**config.mk**
```make
export PLATFORM = sky130hd
export DESIGN_NAME = layer0_writer
export DESIGN_NICKNAME = d
export VERILOG_FILES = /design/src/rtl/layer0_writer.sv
export SDC_FILE = /design/constraint.sdc
export NUM_CORES = 2
export LEC_CHECK = 0
export CORE_MARGIN = 3
export CORE_UTILIZATION = 59
export DETAILED_ROUTE_END_ITERATION = 16
export HOLD_SLACK_MARGIN = 0.08
export MAX_ROUTING_LAYER = met4
export PLACE_DENSITY = 0.76
export SLEW_MARGIN = 10
export SYNTH_ARGS = -nofsm -noshare
export SYNTH_HDL_FRONTEND = slang
export SYNTH_SLANG_ARGS = --single-unit
```
**constraint.sdc**
```tcl
create_clock -name clk -period 32.3 [get_ports clk]
set_input_delay 6.46 -clock clk [delete_from_list [all_inputs] [get_ports clk]]
set_output_delay 6.46 -clock clk [all_outputs]
set_load 0.005 [all_outputs]
```
**src/rtl/layer0_writer.sv**
```systemverilog
// rtl/layer0_writer.sv - layer-0 result sink: ReLU write-back plus 2x2 max-pool to layer-1
//
// Purpose:
//   Consumes a 64x64 raster stream of signed 19-bit convolution results.
//   Every accepted pixel is rectified and written to layer-0 memory; the
//   rectified values are max-pooled over 2x2 windows (stride 2) and the
//   32x32 pooled map is written to layer-1 memory. o_done marks the frame end.
//
// Ports:
//   clk        system clock, rising edge
//   reset      asynchronous active-high reset
//   i_valid    result present on i_data (always consumed, no backpressure)
//   i_data     19-bit two's complement conv result, raster order
//   o_busy     high while a frame is partially received
//   o_l0_we    layer-0 write strobe
//   o_l0_addr  layer-0 address (pixel index)
//   o_l0_data  ReLU result, zero-extended to 20 bits
//   o_l1_we    layer-1 write strobe
//   o_l1_addr  pooled address (row>>1)*32 + (col>>1)
//   o_l1_data  pooled max, zero-extended to 20 bits
//   o_done     one-cycle pulse coincident with the writes of pixel 4095

module layer0_writer (
  input  logic        clk,
  input  logic        reset,
  input  logic        i_valid,
  input  logic [18:0] i_data,
  output logic        o_busy,
  output logic        o_l0_we,
  output logic [11:0] o_l0_addr,
  output logic [19:0] o_l0_data,
  output logic        o_l1_we,
  output logic [9:0]  o_l1_addr,
  output logic [19:0] o_l1_data,
  output logic        o_done
);

  typedef enum logic [1:0] {
    S_IDLE = 2'd0,
    S_RUN  = 2'd1,
    S_DONE = 2'd2
  } state_t;

  state_t      r_state;
  state_t      w_next;

  logic [5:0]  r_col;
  logic [5:0]  r_row;
  logic [18:0] r_h;
  logic [18:0] r_lb [0:31];

  logic        r_busy;
  logic        r_done;
  logic        r_l0_we;
  logic [11:0] r_l0_addr;
  logic [19:0] r_l0_data;
  logic        r_l1_we;
  logic [9:0]  r_l1_addr;
  logic [19:0] r_l1_data;

  logic [18:0] w_relu;
  logic [18:0] w_pair_max;
  logic [18:0] w_lb_rd;
  logic [18:0] w_pool;
  logic        w_last;
  logic        w_pool_wr;

  // Negative results clamp to zero; the remaining value is non-negative, so
  // all later comparisons can be unsigned.
  assign w_relu     = i_data[18] ? 19'd0 : i_data;
  assign w_pair_max = (r_h > w_relu) ? r_h : w_relu;
  assign w_lb_rd    = r_lb[r_col[5:1]];
  assign w_pool     = (w_lb_rd > w_pair_max) ? w_lb_rd : w_pair_max;
  assign w_last     = (r_row == 6'd63) && (r_col == 6'd63);
  assign w_pool_wr  = i_valid && r_row[0] && r_col[0];

  always_comb begin
    w_next = r_state;
    case (r_state)
      S_IDLE:  if (i_valid) w_next = S_RUN;
      S_RUN:   if (i_valid && w_last) w_next = S_DONE;
      S_DONE:  w_next = i_valid ? S_RUN : S_IDLE;
      default: w_next = S_IDLE;
    endcase
  end

  always_ff @(posedge clk or posedge reset) begin
    if (reset) begin
      r_state <= S_IDLE;
      r_busy  <= 1'b0;
      r_done  <= 1'b0;
    end else begin
      r_state <= w_next;
      // Flags are registered from the next state so they line up with the
      // state they describe rather than trailing it by a cycle.
      r_busy  <= (w_next == S_RUN);
      r_done  <= (w_next == S_DONE);
    end
  end

  // Raster counters; natural 6-bit wrap gives 63->0 on both.
  always_ff @(posedge clk or posedge reset) begin
    if (reset) begin
      r_col <= 6'd0;
      r_row <= 6'd0;
    end else if (i_valid) begin
      r_col <= r_col + 6'd1;
      if (r_col == 6'd63) r_row <= r_row + 6'd1;
    end
  end

  // Even column: latch the left value of the pair. Odd column on an even
  // row: park the top-pair max in the line buffer for the row below.
  always_ff @(posedge clk or posedge reset) begin
    if (reset) begin
      r_h <= 19'd0;
      for (int i = 0; i < 32; i++) r_lb[i] <= 19'd0;
    end else if (i_valid) begin
      if (!r_col[0]) r_h <= w_relu;
      else if (!r_row[0]) r_lb[r_col[5:1]] <= w_pair_max;
    end
  end

  always_ff @(posedge clk or posedge reset) begin
    if (reset) begin
      r_l0_we   <= 1'b0;
      r_l0_addr <= 12'd0;
      r_l0_data <= 20'd0;
      r_l1_we   <= 1'b0;
      r_l1_addr <= 10'd0;
      r_l1_data <= 20'd0;
    end else begin
      r_l0_we <= i_valid;
      r_l1_we <= w_pool_wr;
      if (i_valid) begin
        r_l0_addr <= {r_row, r_col};
        r_l0_data <= {1'b0, w_relu};
      end
      if (w_pool_wr) begin
        r_l1_addr <= {r_row[5:1], r_col[5:1]};
        r_l1_data <= {1'b0, w_pool};
      end
    end
  end

  assign o_busy    = r_busy;
  assign o_done    = r_done;
  assign o_l0_we   = r_l0_we;
  assign o_l0_addr = r_l0_addr;
  assign o_l0_data = r_l0_data;
  assign o_l1_we   = r_l1_we;
  assign o_l1_addr = r_l1_addr;
  assign o_l1_data = r_l1_data;

endmodule

```
==> flow_summary.ini <==
[outcome]
status = finished, final reports clean

[grt]
first_global_vias = 22770
global_route_wire_length_before_repair_um = 134900
grt_start_max_net_pins = 160
globalRoute.totalOverflow = 0
antenna_found_initial = 0
overall_track_demand_over_capacity_in_global_routing = 0.3396

[route]
initial_drc_count = 2757
wl_met3_um = 8548
count_of_nets_left_with_antenna_violations_after_detail_routing = 0
route.final.wire_length_um = 87800
dr.max_layer_used = met4
dr_total_vias = 23020
dr_wl_met2_um = 40440
total_routed_wire_length_on_the_met1_layer_um = 34120
drc = 0
route.detailed.wl_per_inst_um = 24.38
detailed_route_vias_per_instance = 6.394
detail_route.first_pass.iterations = 6

[min_path]
hold_depth = 2
timing.hold.worst.class = reg -> reg
hold_path.startpoint = o_l1_addr[2]$_DFFE_PP0P_
whs_endpoint = o_l1_addr[2]$_DFFE_PP0P_

[logic_synthesis]
synth_enable_flop_cells = 0
postSynth.topFlopCell = dfrtp_1
synth_area_per_cell_um2 = 10.51
cells_after_synthesis = 2900
asyncSetResetFlopFracSynth = 1.000
synth.cell_area_um2 = 30470
synth-seq-cells = 670
yosys_warnings = 0
synth_seq_area_share = 0.5503
synth.lib_cells_used.distinct = 64

[finish]
final.fill_count = 3760
area_growth_syn_to_layout_pct = 11.00
finish.instance_area_um2 = 33820
antenna_cells_inserted = 0
layoutNonFillerInstCount = 3601
nets = 2938
share_of_final_layout_standard_cells_stronger_than_drive_strength_1 = 0.1304

[pwr]
power_per_cell_area_nw_per_um2 = 98.58
switching_share = 0.3830
clkPwrFrac = 0.248
share_seq_of_total_power = 0.382
total_leakage_power_nw = 15.22
fin_total_pwr_w = 0.003334
vdd.ir_drop.worst_mv = 0.08166
power_switching_w = 0.001277
comb_power_share = 0.370
power_report.internal_total_w = 0.002057

[clock_network]
max-clock-path-buffers = 3
clk_pin_slew_worst_paths_ns = 0.06
clock_tree.htree_level_count = 3
cts.sink_count = 670
total_cts_buffers = 70
cts_tree = built
cts_hold_buf = 0
root_buffer = clkbuf_16
cts.repair.resized = 0
post-cts-setup-buffer-count = 0
latest_clock_arrival_within_the_worst_skew_pair_ns = 0.61

[sta]
hold_viol = 0
grt_setup_unrepaired = false
fin_worst_skew_ns = 0.02234
tightestPinTransition_ns = 1.277
setup_violations = 0
achievable-frequency_ghz = 0.08258
max_slew_violation_count = 0
summed_negative_setup_slack_over_all_endpoints_ns = 0
fin_crit_sh = 0.3749
slew_headroom = 0.1468
worst_hold_margin_ns = 0.4718
period_needed_ns = 12.11

[worst_setup_path]
critPathLaunchType = primary input
reg2reg_slack_ns = 26.30
category_of_the_most_critical_setup_path = in -> reg
setup.worst_path.end_class = flop
critical_path_peak_fanout = 34
regToRegStartpoint = r_col[1]$_DFFE_PP0P_
critical_path_required_ns = 32.75
critical_path.reg2reg.endpoint = o_l1_data[16]$_DFFE_PP0P_
reg2reg_depth = 13
timing.critical_path.arrival_ns = 12.56

[floorplan]
boundaryPins = 88
starting_utilization_of_the_core_area = 0.6024
std_cell_rows = 82
fp.dieArea_um2 = 54400
floorplan.die.width_um = 233.2
dieHeight_um = 233.2
fp.coreArea_um2 = 50580

[placed_design]
dpl.cell_count = 3478
io_buffers = 83
dpl_cell_area_um2 = 31480
detailedPlacementHpwl_um = 52810
place_congestion = 0.8738

[job]
cap_violations = 0
power by group through the flow:
stage                     sequential (W)  combinational (W)  clock [W]
after floorplan                  0.00122           0.000942          0
after global placement           0.00126            0.00116          0
after detailed placement         0.00128            0.00120          0
after CTS                        0.00127            0.00121   0.000830
after global routing             0.00130            0.00133   0.000866
final                            0.00127            0.00123   0.000826
cell type report:
class                           instances  area, µm²  area share
Timing Repair Buffer                  150       1354     0.04003
Tap cell                              672      840.8     0.02486
Inverter                               23      93.84    0.002775
Multi-Input combinational cell       1963      12430      0.3674
Clock inverter                         24      290.3    0.008583
Clock buffer                           99       2044     0.06045
Sequential cell                       670      16770      0.4959
how the worst max path moves through the flow:
stage,end,cells past startpoint,start
final,o_l1_data[16]$_DFFE_PP0P_,16,i_data[18]
after global routing,o_l1_data[16]$_DFFE_PP0P_,17,i_data[18]
after CTS,o_l1_data[5]$_DFFE_PP0P_,16,i_data[18]
after detailed placement,o_l1_data[16]$_DFFE_PP0P_,16,i_data[18]
after global placement,o_l1_data[8]$_DFFE_PP0P_,16,i_data[18]
after floorplan,o_busy$_DFF_PP0_,1,reset
metal layers:
layer,track usage,vias up
li1,-,10080
met4,0.1657,0
met1,0.4403,11420
met2,0.5167,1218
met3,0.06817,303
met5,-,-
placed cells by master, fill, tap and decap left out, types with 5 or more instances in the layout:
master           instances
mux2_2                  34
mux4_2                  40
mux2i_1                208
mux2i_4                 12
mux2i_2                  6
clkinv_2                12
o21ai_0                182
clkbuf_8                12
clkbuf_16               73
o21ai_2                 54
nor2b_1                 16
xor2_1                   5
o211ai_1                17
bufinv_16                6
buf_4                   65
ha_1                    38
o22ai_1                103
nand4_1                 33
nand3_1                 17
a21oi_1                278
clkbuf_1                14
nand2_1                384
nor4_1                  19
inv_1                   22
nand4b_1                 5
xnor2_1                  5
nor2_1                 307
clkdlybuf4s50_1         82
a21oi_2                 29
a22oi_1                 16
o21ai_1                 76
nor2_4                   9
dfrtp_1                668
cells in the mapped netlist, types with 3 or more instances:
cell type / instances / area [µm²]
dfrtp_1: 670 / 16770
nand2_1: 387 / 1453
nor2_1: 313 / 1175
a21oi_1: 278 / 1391
mux2i_1: 216 / 2162
o21ai_0: 182 / 910.9
clkbuf_1: 120 / 450.4
o22ai_1: 103 / 644.4
o21ai_1: 77 / 385.4
buf_2: 64 / 320.3
o21ai_2: 53 / 464.2
mux4_2: 40 / 900.9
ha_1: 38 / 475.5
mux2_2: 34 / 382.9
buf_6: 33 / 371.6
nand4_1: 33 / 206.5
a21oi_2: 29 / 254.0
buf_4: 23 / 172.7
inv_1: 23 / 86.33
nor4_1: 19 / 118.9
nor2b_1: 18 / 112.6
nand3_1: 17 / 85.08
o211ai_1: 17 / 127.6
a22oi_1: 16 / 120.1
mux2i_4: 10 / 225.2
nor2_2: 6 / 37.54
buf_1: 5 / 18.77
nand4b_1: 5 / 43.79
xnor2_1: 5 / 43.79
xor2_1: 5 / 43.79
nor3b_1: 4 / 30.03
and2b_1: 3 / 22.52
and3b_1: 3 / 26.28
nand3b_1: 3 / 22.52
nand4bb_1: 3 / 33.78
o21bai_1: 3 / 22.52
or4b_1: 3 / 30.03
or4bb_1: 3 / 33.78
logic make-up (layout without fill, tap and decap cells):
logic type	count (synthesis)	in the layout	synth area share
AND/OR/NAND/NOR	842	842	0.1186
multiplexers	300	300	0.1205
buffers and inverters	270	296	0.04743
flip-flops	670	670	0.5503
XOR/XNOR	10	10	0.002874
adder cells (fa/ha/maj)	38	38	0.01561
AO/OA/AOI/OAI	769	769	0.1446
other	1	4	0.0001231
flip-flops by register name, summed over array words and instances (netlist names):
register	count
o_l1_data	18
r_row	6
r_state	2
r_h	18
r_col	6
o_l1_addr	10
o_l1_we	1
o_l0_addr	12
o_l0_data	18
r_lb	576
o_busy	1
o_l0_we	1
o_done	1
stage by stage:
step / worst slack, ns / utilization
2_1_floorplan: 7.060 / -
3_3_place_gp: 19.80 / 0.6224
3_5_place_dp: 19.45 / 0.6224
4_1_cts: 20.09 / 0.6686
5_1_grt: 19.78 / 0.6686
6_report: 20.19 / 0.6686
critical path, stage by stage:
cell	delay (ns)
clkdlybuf4s50_1	0.72
nor2b_1	0.45
inv_1	0.10
ha_1	0.33
and4_1	0.19
nand4_1	0.20
a221oi_4	0.34
buf_4	0.52
mux2i_4	0.96
ha_1	0.40
a21o_1	0.19
a21oi_1	0.13
o221ai_1	0.24
nand4b_1	0.81
nand4_1	0.38
o211ai_1	0.14
Note: power is estimated with default switching activity, not from simulation.
